$ cat src/rtl/aes_pkg.sv
// Shared AES MixColumns types, GF(2^8) constants and arithmetic helpers.
package aes_pkg;

    typedef logic [0:15][7:0] state_t;
    typedef logic [0:3][7:0]  col_t;

    typedef enum logic [1:0] {
        S_IDLE,
        S_BUSY,
        S_DONE
    } mc_state_e;

    // AES field polynomial x^8 + x^4 + x^3 + x + 1
    localparam logic [8:0] GF_POLY = 9'h11B;

    // First matrix row; row r is this row rotated right by r
    localparam logic [0:3][3:0] FWD_ROW = {4'h2, 4'h3, 4'h1, 4'h1};
    localparam logic [0:3][3:0] INV_ROW = {4'he, 4'hb, 4'hd, 4'h9};

    function automatic logic [7:0] xtime(input logic [7:0] a);
        return {a[6:0], 1'b0} ^ (a[7] ? GF_POLY[7:0] : 8'h00);
    endfunction

    // Multiply by a small constant; every MixColumns coefficient fits in 4 bits
    function automatic logic [7:0] gf_mul(input logic [7:0] a, input logic [3:0] b);
        logic [7:0] acc;
        logic [7:0] p;
        acc = 8'h00;
        p   = a;
        for (int i = 0; i < 4; i++) begin
            if (b[i]) acc = acc ^ p;
            p = xtime(p);
        end
        return acc;
    endfunction

endpackage

$ cat src/rtl/aes_mix_single_column.sv
// Combinational (Inv)MixColumns on one 4-byte column.
module aes_mix_single_column
    import aes_pkg::*;
(
    input  logic [0:3][7:0] col_i,
    input  logic            inv_i,
    output logic [0:3][7:0] col_o
);

    // out[r] = XOR over k of coef[(k - r) mod 4] * in[k]
    always_comb begin
        col_o = '0;
        for (int r = 0; r < 4; r++) begin
            for (int k = 0; k < 4; k++) begin
                col_o[r] = col_o[r] ^ gf_mul(col_i[k],
                    inv_i ? INV_ROW[2'(k - r)] : FWD_ROW[2'(k - r)]);
            end
        end
    end

endmodule

$ cat src/rtl/aes_mix_columns_iter.sv
// Iterative AES (Inv)MixColumns: one block accepted, processed COLS_PER_CYCLE
// columns per cycle, then held in a result register until taken.
module aes_mix_columns_iter
    import aes_pkg::*;
#(
    parameter int COLS_PER_CYCLE = 1
)
(
    input  logic             clk_i,
    input  logic             rst_i,
    input  logic             valid_i,
    output logic             ready_o,
    input  logic             inv_i,
    input  logic [0:15][7:0] state_i,
    output logic             valid_o,
    input  logic             ready_i,
    output logic [0:15][7:0] state_o
);

    if (COLS_PER_CYCLE != 1 && COLS_PER_CYCLE != 2 && COLS_PER_CYCLE != 4) begin : g_bad_cols
        $error("aes_mix_columns_iter: COLS_PER_CYCLE must be 1, 2 or 4");
    end

    // Counter value of the beat that handles the final columns
    localparam logic [1:0] LAST_CNT = 2'(4 - COLS_PER_CYCLE);
    localparam logic [1:0] STEP     = 2'(COLS_PER_CYCLE);

    mc_state_e state_q, state_d;
    logic [1:0] cnt_q;
    state_t     in_q;
    state_t     res_q;
    logic       inv_q;
    logic       accept;
    logic       last_beat;

    logic [COLS_PER_CYCLE-1:0][0:3][7:0] col_in;
    logic [COLS_PER_CYCLE-1:0][0:3][7:0] col_out;

    assign accept    = valid_i && ready_o;
    assign last_beat = (cnt_q == LAST_CNT);
    assign state_o   = res_q;

    for (genvar g = 0; g < COLS_PER_CYCLE; g++) begin : g_col
        logic [1:0] cidx;
        assign cidx      = cnt_q + 2'(g);
        assign col_in[g] = in_q[{cidx, 2'b00} +: 4];

        aes_mix_single_column u_col (
            .col_i (col_in[g]),
            .inv_i (inv_q),
            .col_o (col_out[g])
        );
    end

    // FSM state register
    always_ff @(posedge clk_i) begin
        if (rst_i) state_q <= S_IDLE;
        else       state_q <= state_d;
    end

    // Next state and handshake outputs; DONE can hand off and accept on the same edge
    always_comb begin
        state_d = state_q;
        ready_o = 1'b0;
        valid_o = 1'b0;
        case (state_q)
            S_IDLE: begin
                ready_o = 1'b1;
                if (valid_i) state_d = S_BUSY;
            end
            S_BUSY: begin
                if (last_beat) state_d = S_DONE;
            end
            S_DONE: begin
                valid_o = 1'b1;
                ready_o = ready_i;
                if (ready_i) state_d = valid_i ? S_BUSY : S_IDLE;
            end
            default: state_d = S_IDLE;
        endcase
    end

    // Capture on acceptance, then fill the result register column group by group
    always_ff @(posedge clk_i) begin
        if (rst_i) begin
            in_q  <= '0;
            inv_q <= 1'b0;
            cnt_q <= 2'd0;
            res_q <= '0;
        end else if (accept) begin
            in_q  <= state_i;
            inv_q <= inv_i;
            cnt_q <= 2'd0;
        end else if (state_q == S_BUSY) begin
            for (int g = 0; g < COLS_PER_CYCLE; g++) begin
                res_q[{cnt_q + 2'(g), 2'b00} +: 4] <= col_out[g];
            end
            // Hold on the last beat so the counter only restarts on acceptance
            if (!last_beat) cnt_q <= cnt_q + STEP;
        end
    end

endmodule

$ cat config.mk
export PLATFORM = sky130hd
export DESIGN_NAME = aes_mix_columns_iter
export DESIGN_NICKNAME = d
export VERILOG_FILES = /design/src/rtl/aes_pkg.sv /design/src/rtl/aes_mix_single_column.sv /design/src/rtl/aes_mix_columns_iter.sv
export SDC_FILE = /design/constraint.sdc
export NUM_CORES = 1
export LEC_CHECK = 0
export ABC_AREA = 1
export BUFFER_PORTS_ARGS = -buffer_cell sky130_fd_sc_hd__buf_2
export CAP_MARGIN = 25
export CELL_PAD_IN_SITES_DETAIL_PLACEMENT = 1
export CELL_PAD_IN_SITES_GLOBAL_PLACEMENT = 1
export CORE_MARGIN = 10
export CORE_UTILIZATION = 33
export CTS_CLUSTER_SIZE = 12
export DETAILED_ROUTE_END_ITERATION = 6
export PLACE_DENSITY = 0.75
export SYNTH_ARGS = -nofsm -noshare
export SYNTH_HDL_FRONTEND = slang
export SYNTH_SLANG_ARGS = --single-unit
$ cat constraint.sdc
create_clock -name clk_i -period 4.9 [get_ports clk_i]
set_clock_uncertainty 0.15 [all_clocks]
set_input_delay 0.735 -clock clk_i [delete_from_list [all_inputs] [get_ports clk_i]]
set_output_delay 0.735 -clock clk_i [all_outputs]
set_load 0.01 [all_outputs]
==> results.ini <==
[worst_setup_path]
crit_family=simple AND/OR/NAND/NOR gates
worstPathCellList=inv_6 > nand2_1 > nand2_1 > nand2_1 > nand2_2 > nand2_1 > nand2_2 > nor2_1 > xor2_1 > xnor2_1 > nor2_1 > nand2_1 > a21oi_1
crit_path_max_incr_delay_ns=0.54
worst_ep_arrival_time_ns=3.48
worstSetupPathType=flip-flop to flip-flop
cp-end-kind=flip-flop
cp.required_ns=5.17
critPathLaunch=cnt_q[0]
crit_fanout=92
r2r_start=cnt_q[0]
worst-path-buf-inv=1
cpMaxStageDelayCell=xnor2_1
crit_top_cell=nand2_1
start_kind=flip-flop

[placement]
placed_cell_area_sq_mm=0.0148
io_buffers=262
dp_hpwl_um=40200
gp_congestion=0.896
dp_cells=2649
place_ws_ns=1.72

[yosys]
synth_area_per_cell_sq_um=6.71
synth_nets=2120
synth_top_area_cell=dfxtp_1
yosysMostFrequentCell=nand2_1
ys_ff_latch=261
synth_fa_ha_area_frac=0.00376
synth_top_area_share=0.393
synth-compound-area-share=0.109
synth_top_cells_by_count=718 x nand2_1, 316 x nand3_1, 267 x a21oi_1
synth_top_family_by_area=simple AND/OR/NAND/NOR gates
synthArstFlopShare=0
syn-instance-count=1983
synthSimpleGateAreaFrac=0.380
synthTopCellsByArea=dfxtp_1 39%, nand2_1 20%, nand3_1 12%
synth_warnings=0
synth_xor_area_frac=0.0452
synth.mux.area_fraction=0
ys_types=35
synth_edf_count=0
synth_area_sq_mm=0.0133
ys_seq_area_frac=0.393
synth-main-ff-cell=dfxtp_1

[floorplanning]
die_h_um=221
start_util=0.334
core_sq_mm=0.0398
ioPinCount=263
dieWidth_um=221
die_area_sq_mm=0.0488
rows=73

[hold_path]
hp-class=primary input to flip-flop
hp-start=state_i[18]

[flow_run]
max_cap_violations=0

[timing]
setup_ws_ns=1.70
period_minus_slack_ns=3.20
finalMaxSlewViolations=0
tightestPinTransition_ns=0.974
hold_violations=0
finalSetupTns_ns=0
fin_crit_sh=0.654
max_freq_ghz=0.312
setup_viol=0
relSlewSlack=0.350
rsz0062_at_grt=no

[route]
dr.pass1.iters=5
drt_iter0_drc=991
num_vias=14100
routed_wl_um=53900
routedWlPerCell_um=20.0
ant_nets=0
vias_per_cell=5.22
drc=0

[cts]
cts_tree=yes
cts_resized=0
post-cts-setup-buffer-count=0
htree_levels=1
hold_buffers=0
cts-root-buf=clkbuf_16
cts_buffers=29
cts_sinks=261
clockBufferDepth=3
clk_pin_slew_ns=0.06
clock_latency_ns=0.57

[global_routing]
grt_overflow_total=0
grt_pass1_wl_um=83700
grt_pass1_vias=14500
track_usage=0.209
grt_antenna_before_repair=0
grt_max_degree=143

[outcome]
status=complete, no violations

[cells_and_area]
drive_above_1_share=0.188
fillerInstances=5210
nets=2292
stdcell_count=2700
diodes=0
stdcell_area_sq_mm=0.0158
syn_to_final_growth_pct=18.8

[pwr]
leakage_nw=6.96
p_per_area_mw_per_mm2=363
vdd_drop_max_mv=0.257
total_power_mw=5.73

## layout make-up
type,instances,area (sq um),area share
clock inverter,11,148,0.00934
tap,525,657,0.0416
multi-input combinational,1511,7180,0.454
clock buffer,40,817,0.0517
inverter,71,273,0.0173
timing repair buffer,281,1500,0.0949
sequential,261,5230,0.331
## state kept, by name, summed over array words and instances (netlist names)
register	flops
cnt_q	2
in_q	128
state_o	128
state_q	2
inv_q	1
## where the power goes
part / switching [mW] / internal, mW
combinational: 0.874 / 0.350
sequential: 0.0653 / 2.22
clock: 0.907 / 1.32
## routing by layer
layer	up-vias	GRT usage	part of all wire
met3	88	0.0323	0.053
li1	6857	-	-
met2	368	0.355	0.48
met1	6789	0.265	0.44
met4	0	0.0658	0.032
met5	-	0	0
## cell families after synthesis
group / after synthesis
AND/OR/NAND/NOR: 1159
XOR/XNOR: 61
adder cells (fa/ha/maj): 4
buffers and inverters: 211
AO/OA/AOI/OAI: 287
flip-flops: 261
## worst register-to-register path, delay by kind of cell, from the launching register on
| family | cells | cell delay (ns) |
|---|---|---|
| buffers and inverters | 1 | 0.50 |
| XOR/XNOR | 2 | 0.73 |
| flip-flops | 1 | 0.36 |
| AO/OA/AOI/OAI | 1 | 0.06 |
| AND/OR/NAND/NOR | 9 | 1.26 |
## placed cells by master, fill, tap and decap left out, types with 7 or more instances in the layout
cell type / instances
a21oi_1: 266
buf_2: 260
buf_4: 17
clkbuf_16: 29
clkinv_2: 7
dfxtp_1: 259
inv_1: 57
inv_2: 12
nand2_1: 717
nand2_2: 32
nand3_1: 316
nand3_2: 9
nand4_1: 47
nor2_1: 23
o21ai_0: 13
xnor2_1: 18
xor2_1: 34
## stage by stage
stage	utilization	hold WS, ns
CTS	0.397	0.274
finish	0.397	0.288
detailed placement	0.373	0.305
global route	0.397	0.285
global placement	0.373	0.300
floorplan	-	0.291
## path summary, 6_finish.rpt
check                endpoint  slack, ns  depth (start not counted)
setup / recovery  state_o[74]       1.70                         13
hold / removal       in_q[18]       0.29                          3
setup reg to reg  state_o[74]       1.70                         13
hold reg to reg   state_o[81]       0.31                          2
Note: power is estimated with default switching activity, not from simulation.
